`src/rtl/lcd_pkg.sv`:
```
// lcd_pkg: shared encodings, geometry and window indexing for the LCD host driver
package lcd_pkg;
    localparam int IMG_W = 6;
    localparam int WIN = 3;
    localparam int IMG_PIX = IMG_W * IMG_W;
    localparam logic [1:0] ORIGIN_RST = 2'd2;
    localparam logic [2:0] CMD_REFRESH = 3'd0;
    localparam logic [2:0] CMD_LOAD = 3'd1;
    localparam logic [2:0] CMD_RIGHT = 3'd2;
    localparam logic [2:0] CMD_LEFT = 3'd3;
    localparam logic [2:0] CMD_UP = 3'd4;
    localparam logic [2:0] CMD_DOWN = 3'd5;
    typedef enum logic [2:0] {S_IDLE, S_FILL, S_ISSUE, S_STREAM, S_COLLECT, S_RESP} state_t;
    // image index of window slot (raster order) for origin (ox, oy)
    function automatic logic [5:0] win_idx(input logic [1:0] ox, input logic [1:0] oy, input logic [3:0] slot);
        logic [1:0] r;
        logic [1:0] c;
        r = (slot >= 4'd6) ? 2'd2 : (slot >= 4'd3) ? 2'd1 : 2'd0;
        c = 2'(slot - 4'(3 * r));
        return 6'(({4'd0, oy} + {4'd0, r}) * 6'(IMG_W)) + {4'd0, ox} + {4'd0, c};
    endfunction
endpackage

```
`src/rtl/lcd_img_buf.sv`:
```
// lcd_img_buf: 36x8 image store, one write port and two asynchronous read ports
module lcd_img_buf
    import lcd_pkg::*;
(
    input  logic       clk,
    input  logic       we,
    input  logic [5:0] wr_addr,
    input  logic [7:0] wr_data,
    input  logic [5:0] rd_addr_a,
    output logic [7:0] rd_data_a,
    input  logic [5:0] rd_addr_b,
    output logic [7:0] rd_data_b
);
    logic [7:0] mem [IMG_PIX];
    always_ff @(posedge clk)
        if (we) mem[wr_addr] <= wr_data;
    assign rd_data_a = mem[rd_addr_a];
    assign rd_data_b = mem[rd_addr_b];
endmodule

```
`src/rtl/lcd_host_driver.sv`:
```
// lcd_host_driver: command initiator for the 6x6 LCD controller; LCD_CHECK_EN adds a shadow-origin window checker
module lcd_host_driver
    import lcd_pkg::*;
#(
    parameter int TIMEOUT = 63
) (
    input  logic        clk,
    input  logic        reset,
    input  logic        req_valid,
    output logic        req_ready,
    input  logic [2:0]  req_cmd,
    input  logic        pix_valid,
    output logic        pix_ready,
    input  logic [7:0]  pix_data,
    output logic        res_valid,
    input  logic        res_ready,
    output logic [71:0] res_window,
    output logic        res_err,
    output logic        res_mismatch,
    output logic [2:0]  lcd_cmd,
    output logic        lcd_cmd_valid,
    output logic [7:0]  lcd_datain,
    input  logic        lcd_busy,
    input  logic [7:0]  lcd_dataout,
    input  logic        lcd_output_valid
);
    state_t state;
    logic [2:0] cmd;
    logic [5:0] wr_ptr;
    logic [5:0] rd_ptr;
    logic [3:0] slot;
    logic [5:0] cyc;
    logic [7:0] rd_data;
    logic we;
    logic done;
    logic timed_out;
    logic pix_bad;
    assign we = state == S_FILL && pix_valid && pix_ready;
    assign done = state == S_COLLECT && lcd_output_valid && slot == 4'(WIN * WIN - 1);
    assign timed_out = cyc == 6'(TIMEOUT - 1);
`ifdef LCD_CHECK_EN
    logic [1:0] ox;
    logic [1:0] oy;
    logic loaded;
    logic [7:0] chk_data;
    assign pix_bad = loaded && lcd_dataout != chk_data;
    lcd_img_buf u_buf (
        .clk(clk), .we(we), .wr_addr(wr_ptr), .wr_data(pix_data),
        .rd_addr_a(rd_ptr), .rd_data_a(rd_data),
        .rd_addr_b(win_idx(ox, oy, slot)), .rd_data_b(chk_data)
    );
`else
    assign pix_bad = 1'b0;
    lcd_img_buf u_buf (
        .clk(clk), .we(we), .wr_addr(wr_ptr), .wr_data(pix_data),
        .rd_addr_a(rd_ptr), .rd_data_a(rd_data),
        .rd_addr_b(6'd0), .rd_data_b()
    );
`endif
    always_ff @(posedge clk or posedge reset)
        if (reset) begin
            state <= S_IDLE;
            cmd <= CMD_REFRESH;
            wr_ptr <= '0;
            rd_ptr <= '0;
            slot <= '0;
            cyc <= '0;
            req_ready <= 1'b0;
            pix_ready <= 1'b0;
            res_valid <= 1'b0;
            res_window <= '0;
            res_err <= 1'b0;
            res_mismatch <= 1'b0;
            lcd_cmd <= CMD_REFRESH;
            lcd_cmd_valid <= 1'b0;
            lcd_datain <= '0;
`ifdef LCD_CHECK_EN
            ox <= ORIGIN_RST;
            oy <= ORIGIN_RST;
            loaded <= 1'b0;
`endif
        end else begin
            case (state)
                S_IDLE:
                    if (req_valid && req_ready) begin
                        req_ready <= 1'b0;
                        cmd <= req_cmd;
                        res_window <= '0;
                        res_err <= req_cmd > CMD_DOWN;
                        res_mismatch <= 1'b0;
                        wr_ptr <= '0;
                        rd_ptr <= '0;
                        slot <= '0;
                        pix_ready <= req_cmd == CMD_LOAD;
                        res_valid <= req_cmd > CMD_DOWN;
                        state <= req_cmd == CMD_LOAD ? S_FILL : req_cmd > CMD_DOWN ? S_RESP : S_ISSUE;
`ifdef LCD_CHECK_EN
                        // shadow origin tracks the controller's saturating window moves
                        ox <= req_cmd == CMD_LOAD ? ORIGIN_RST :
                              req_cmd == CMD_RIGHT && ox != 2'd3 ? ox + 2'd1 :
                              req_cmd == CMD_LEFT && ox != 2'd0 ? ox - 2'd1 : ox;
                        oy <= req_cmd == CMD_LOAD ? ORIGIN_RST :
                              req_cmd == CMD_DOWN && oy != 2'd3 ? oy + 2'd1 :
                              req_cmd == CMD_UP && oy != 2'd0 ? oy - 2'd1 : oy;
                        loaded <= loaded || req_cmd == CMD_LOAD;
`endif
                    end else begin
                        req_ready <= 1'b1;
                    end
                S_FILL:
                    if (we) begin
                        wr_ptr <= wr_ptr + 6'd1;
                        if (wr_ptr == 6'(IMG_PIX - 1)) begin
                            pix_ready <= 1'b0;
                            state <= S_ISSUE;
                        end
                    end
                S_ISSUE:
                    if (lcd_cmd_valid) begin
                        lcd_cmd_valid <= 1'b0;
                        cyc <= 6'd1;
                        if (cmd == CMD_LOAD) begin
                            lcd_datain <= rd_data;
                            rd_ptr <= rd_ptr + 6'd1;
                            state <= S_STREAM;
                        end else begin
                            state <= S_COLLECT;
                        end
                    end else if (!lcd_busy) begin
                        lcd_cmd_valid <= 1'b1;
                        lcd_cmd <= cmd;
                    end
                S_STREAM, S_COLLECT: begin
                    cyc <= cyc + 6'd1;
                    if (state == S_STREAM) begin
                        lcd_datain <= rd_ptr == 6'(IMG_PIX) ? 8'd0 : rd_data;
                        rd_ptr <= rd_ptr + 6'd1;
                        if (rd_ptr == 6'(IMG_PIX)) state <= S_COLLECT;
                    end else if (lcd_output_valid) begin
                        res_window[{slot, 3'b000} +: 8] <= lcd_dataout;
                        slot <= slot + 4'd1;
                        if (pix_bad) res_mismatch <= 1'b1;
                    end
                    if (done || timed_out) begin
                        state <= S_RESP;
                        res_valid <= 1'b1;
                        res_err <= !done;
                        lcd_datain <= '0;
                    end
                end
                S_RESP:
                    if (res_ready) begin
                        res_valid <= 1'b0;
                        req_ready <= 1'b1;
                        state <= S_IDLE;
                    end
                default: state <= S_IDLE;
            endcase
        end
endmodule

```
`config.mk`:
```
export PLATFORM = sky130hd
export DESIGN_NAME = lcd_host_driver
export DESIGN_NICKNAME = d
export VERILOG_FILES = /design/src/rtl/lcd_pkg.sv /design/src/rtl/lcd_img_buf.sv /design/src/rtl/lcd_host_driver.sv
export SDC_FILE = /design/constraint.sdc
export NUM_CORES = 1
export LEC_CHECK = 0
export CORE_AREA = 2 2 264 188
export CTS_CLUSTER_DIAMETER = 40
export DETAILED_ROUTE_END_ITERATION = 8
export DIE_AREA = 0 0 266 190
export DONT_BUFFER_PORTS = 1
export GPL_TIMING_DRIVEN = 0
export PLACE_DENSITY = 0.46
export RECOVER_POWER = 50
export SLEW_MARGIN = 20
export SYNTH_ARGS = -nofsm -noshare
export SYNTH_HDL_FRONTEND = slang
export SYNTH_SLANG_ARGS = --single-unit
```
`constraint.sdc`:
```
create_clock -name clk -period 4.5 [get_ports clk]
set_input_delay 1.35 -clock clk [delete_from_list [all_inputs] [get_ports clk]]
set_output_delay 1.35 -clock clk [all_outputs]
set_load 0.01 [all_outputs]
```
# After elaboration in Yosys (flattened, before gate mapping)
# Memory sizes are Yosys's and may differ from the RTL's.
# Index checks and enable logic that the tools add are counted.
# word_totals
input_bits,26
latchBits,0
ramBits,288
output_inout_bits,89
elab_cells,128
ff_bits,116
mem_count,1
rom_bits,0
# classes
mul,0
shift,2
bitwise_logic,2
eq_ne,23
reduce_logical,27
magnitude_cmp,1
muxes,53
div_mod_pow,0
add_sub_neg,5
# mem_list
name,words,word_bits,read_ports,rd_ports_with_merged_regs,write_ports,line_no,rtl
u_buf.mem,36,8,1,0,1,lcd_img_buf.sv:14,logic [7:0] mem [IMG_PIX];
# ops
cell,n
$mux 72,3
$pmux 72 s2,1
$bwmux 72,1
$shift 8x9->72 const A,1
$shiftx 8x9->72,1
$mux 8,5
$mux 6,6
$mux 3,11
$pmux 6 s2,2
$add 6x1->6 const B,3
$eq 6x6->1 const B,3
$pmux 6 s3,1
$ne 2x2->1 const B,8
$pmux 8 s2,1
$reduce_and 4->1,4
$pmux 3 s5,1
$mux 1,13
$mux 4,3
$eq 3x1->1 const B,3
$neg 7->9,1
$reduce_and 3->1,3
$pmux 4 s2,1
$reduce_bool 2->1,4
$reduce_and 7->1,1
18 further kinds,32

# Logic depth before layout (Yosys ltp)
# logic_depth
depth_word,6
mapped_depth,9
ltp_nobuf,7

# By module
# Synthesis repeated with hierarchy kept, for this count alone.
# hier_totals
cells_unflattened,1446
area_unflattened_um2,19929.1
# modules_own_cells
mod,cells_per_inst,seq_area_each_um2,area_each_um2,n_inst
lcd_img_buf,905,8648.3,14183.6,1
lcd_host_driver,541,2902.8,5745.5,1

# Worst setup path after synthesis
# OpenSTA, ideal clock, no wires.
# synth_path
path_type,input -> register
startpoint,in pix_valid
endpoint,mem u_buf.mem[10][0] (enable)
setup_ns,0.370
path_stages,5
arrival_time_ns,2.579
required_ns,4.130
n_path_buf,0
slack_ns,1.551
path_cell_list,nand2_1 > or3_1 > nor2_1 > nand3b_1 > nor2_1
# synth_between
elab_chain_cells,4
# synth_rtl
element,line_no,rtl
"start, declared",lcd_host_driver.sv:12,"input logic pix_valid,"
$logic_and 1x1->1 (2 in a row),lcd_host_driver.sv:38,assign we = state == S_FILL && pix_valid && pix_ready;
$mux 1,lcd_img_buf.sv:16,if (we) mem[wr_addr] <= wr_data;
$mux 1 (not written as such),lcd_img_buf.sv:16,
"end, declared",lcd_img_buf.sv:14,
# Every way passes these cells.

# Final worst setup path
# layout_path
startpoint,reg rd_ptr[1]
endpoint,reg lcd_datain[2]
# layout_between
elab_chain_cells,5
elab_cells_between_ends,8
cone_classes,eq/ne (1); mux (6); memory (1)
# layout_rtl
element,line_no,rtl
"start, declared",lcd_host_driver.sv:30,logic [5:0] rd_ptr;
"start signal, assigned",lcd_host_driver.sv:124,rd_ptr <= rd_ptr + 6'd1;
"start signal, assigned",lcd_host_driver.sv:137,rd_ptr <= rd_ptr + 6'd1;
$mem_v2 36x8 / $eq 6x6->1 (equally long branches),n/a,
$mux 8,lcd_host_driver.sv:136,lcd_datain <= rd_ptr == 6'(IMG_PIX) ? 8'd0 : rd_data;
$mux 8,lcd_host_driver.sv:135,if (state == S_STREAM) begin
$mux 8,lcd_host_driver.sv:144,if (done || timed_out) begin
$pmux 8 s2 (*),lcd_host_driver.sv:83,case (state)
"end signal, assigned",lcd_host_driver.sv:123,lcd_datain <= rd_data;
"end signal, assigned",lcd_host_driver.sv:136,
"end, declared",lcd_host_driver.sv:22,"output logic [7:0] lcd_datain,"
# Every way passes the cells marked *; elsewhere a longest branch is shown, timed or not. The select of a mux whose other input is x is not followed.
# A chain may end at the register's enable or synchronous reset.

==> impl_metrics.csv <==
group,metric,value,unit
yosys,ys_seq_area_share,69.7,%
run_status,violations,"capacitance limit, slew limit",
cells_and_area,drive_above_1_share,17.8,%
drt,routedWlPerCell,26.8,um
placed_design,io_buffers,0,
setup_path,crit_required,4980,ps
drt,vias_per_cell,5.56,
pwr,combinationalPowerShare,22.7,%
floorplanning,pin_count,115,
grt,grt_pass1_wl,68500,um
clock_network,tritoncts,"built",
grt,grt_use_total,18.6,%
clock_network,cts_buffer_depth,3,
floorplanning,die_h,190,um
floorplanning,rows,68,
setup_path,path_class,"reg2reg",
yosys,synth_seq_cells,404,
pwr,fin_total_pwr,10500,uW
pwr,pwr-share-clk,35.6,%
yosys,synth_area,16600,um^2
setup_path,path_max_fanout,10,
timing,period_share,81.6,%
run_status,status,"complete, but fails checks",
timing,rsz0062_at_grt,"false",
clock_network,htreeDepth,2,
clock_network,clk_latency,570,ps
timing,relSlewSlack,-59.5,%
grt,grt_antenna_before_repair,0,
timing,worstMarginPinSlew,2380,ps
clock_network,cts_buffers,47,
setup_path,cp-end-kind,"register",
pwr,worst_ir_drop_vdd,0.245,mV
timing,slew_viol_final,47,
yosys,synth_edf_count,288,
grt,grt_max_degree,71,
pwr,p_int,7190,uW
floorplanning,core,48300,um^2
pwr,switching_power,3320,uW
drt,vias,9738,
yosys,synthFlopType,"edfxtp_1",
timing,hold_viol_final,0,
drt,drt_pre_antenna_iters,5,
drt,drtAntennaViolNets,0,
clock_network,cts_hold_buf,0,
clock_network,cts-root-buf,"clkbuf_16",
yosys,yosysWarnings,0,
cells_and_area,syn_to_final_growth,14.1,%
pwr,power_density,556,nW/um^2
drt,drt-initial-drc-count,946,
setup_path,cp.arrival,4150,ps
cells_and_area,fin_util,39.1,%
timing,skew,16.9,ps
timing,setup_viol,0,
floorplanning,start_util,34.3,%
timing,max_freq,0.272,GHz
yosys,async_reset_ff_share,28.7,%
drt,drt_wl_total,46900,um
pwr,p_sw_share,31.6,%
job,maxCapViolCount,1,
placed_design,place.gp.congestion,0.846,
yosys,synth_fp_nets,1066,
grt,overflow,0,
floorplanning,dieArea,50500,um^2
pwr,p_leak,0.00662,uW
placed_design,hpwlAfterDp,32200,um
placed_design,dpl_worst_slack,786,ps
grt,grt_pass1_vias,9510,
clock_network,post_cts_resized,0,
floorplanning,die_width,266,um
clock_network,cts_sinks,404,
drt,drc,0,
yosys,avgSynthCellArea,16.1,um^2
pwr,p_seq_share,41.7,%
timing,fin_hold_ws,514,ps
timing,period_minus_slack,3670,ps
clock_network,path_clk_slew,60,ps
yosys,synthCells,1031,
cells_and_area,nets,1116,
timing,timing.final.ws_setup,827,ps
cells_and_area,fill_cells,4438,
timing,setup_tns,0,ps
clock_network,post_cts_buffers,0,
setup_path,startpoint_type,"register",
min_path,hp-class,"reg2reg",
yosys,synth.distinct_cells,71,
power groups by stage:
stage | Combinational (uW) | Sequential, uW | Clock [uW]
finish | 2390 | 4380 | 3750
floorplan | 1600 | 4390 | 0
detailed placement | 2360 | 4460 | 0
global route | 2570 | 4400 | 4000
global placement | 2350 | 4460 | 0
CTS | 2370 | 4380 | 3830
state kept, by name (all words and copies together) (netlist names):
signal and cells:
rd_ptr 6, res_window 72, pix_ready 1, state 3, lcd_datain 8, lcd_cmd 3, u_buf.mem 288, res_valid 1
slot 4, cyc 6, lcd_cmd_valid 1, cmd 3, res_err 1, req_ready 1, wr_ptr 6
critical path, cell delays in order, from the launching register on:
cell	delay (ps)
dfrtp_1	420
clkbuf_1	280
buf_2	410
buf_1	630
inv_1	130
ha_1	240
and4_1	200
o31ai_2	750
nand4_1	370
nand2_1	160
layer usage:
layer / vias up / track usage [%] / wire, um
li1: 4164 / - / -
met1: 5165 / 29.8 / 23300
met2: 363 / 25.3 / 19400
met3: 46 / 4.80 / 3620
met4: 0 / 3.18 / 596
met5: - / 0 / 0
cell usage in the layout, fill, tap and decap left out, types with 13 or more instances in the layout:
cell       count
nand3_1       35
clkbuf_16     47
a22o_1        56
a21oi_1       13
clkbuf_1      37
edfxtp_1     288
o31ai_1       17
mux2_2        14
buf_2         16
dfrtp_1      116
o21ai_0       33
mux2i_1       23
mux4_2        63
nor2_1        69
nand2_1       57
inv_1         20
synthesized netlist by cell type (5+ instances only):
cell type,n,area [um^2]
nand2_1,57,214
mux2i_1,23,230
buf_2,17,85.1
and3_1,5,31.3
nand3b_1,10,75.1
a21o_1,6,45.0
a22o_1,56,490
a31oi_1,6,37.5
nor2b_1,8,50.1
inv_1,21,78.8
nand3_1,35,175
mux4_2,63,1420
xor2_1,5,43.8
nor2_1,68,255
o211ai_1,8,60.1
or3b_2,6,52.6
a21oi_1,12,60.1
o31ai_1,18,135
xnor2_1,5,43.8
o21ai_0,32,160
edfxtp_1,288,8650
buf_1,11,41.3
a22oi_1,12,90.1
mux2_2,14,158
nand4_1,8,50.1
dfrtp_1,116,2900
nor3_1,12,60.1
clkbuf_1,27,101
ha_1,9,113
nand2b_1,7,43.8
layout make-up:
| type | instances | area (um^2) | area share [%] |
|---|---|---|---|
| timing repair buffer | 1 | 27.5 | 0.146 |
| antenna | 1 | 2.50 | 0.0132 |
| tap | 630 | 788 | 4.17 |
| multi-input combinational | 547 | 4690 | 24.8 |
| clock buffer | 59 | 1240 | 6.58 |
| buffer | 57 | 245 | 1.30 |
| sequential | 404 | 11600 | 61.1 |
| clock inverter | 28 | 270 | 1.43 |
| inverter | 23 | 87.6 | 0.463 |
path summary, 6_finish.rpt:
| check | endpoint | start | slack [ps] | depth (start not counted) |
|---|---|---|---|---|
| max | lcd_datain[2] | rd_ptr[1] | 830 | 9 |
| min | cyc[0] | cyc[0] | 510 | 1 |
| max reg2reg | lcd_datain[2] | rd_ptr[1] | 830 | 9 |
| min reg2reg | cyc[0] | cyc[0] | 510 | 1 |
| max in group asynchronous | res_window[59] | reset | 2040 | 2 |
| min in group asynchronous | cyc[5] | reset | 1330 | 1 |
metrics by stage:
| stage | cells | cell area (um^2) |
|---|---|---|
| floorplan | 1031 | 16600 |
| global placement | 1661 | 17400 |
| detailed placement | 1662 | 17400 |
| CTS | 1749 | 18900 |
| global route | 1749 | 18900 |
| finish | 1750 | 18900 |
kinds of logic after synthesis:
| group | count (synthesis) | share of synthesized area [%] |
|---|---|---|
| multiplexers | 100 | 10.9 |
| flip-flops | 404 | 69.7 |
| XOR/XNOR | 10 | 0.528 |
| buffers and inverters | 80 | 2.01 |
| other | 1 | 0.0226 |
| AND/OR/NAND/NOR | 247 | 7.80 |
| AO/OA/AOI/OAI | 180 | 8.40 |
| adder cells (fa/ha/maj) | 9 | 0.679 |
Power figures use the tool's default switching activity.
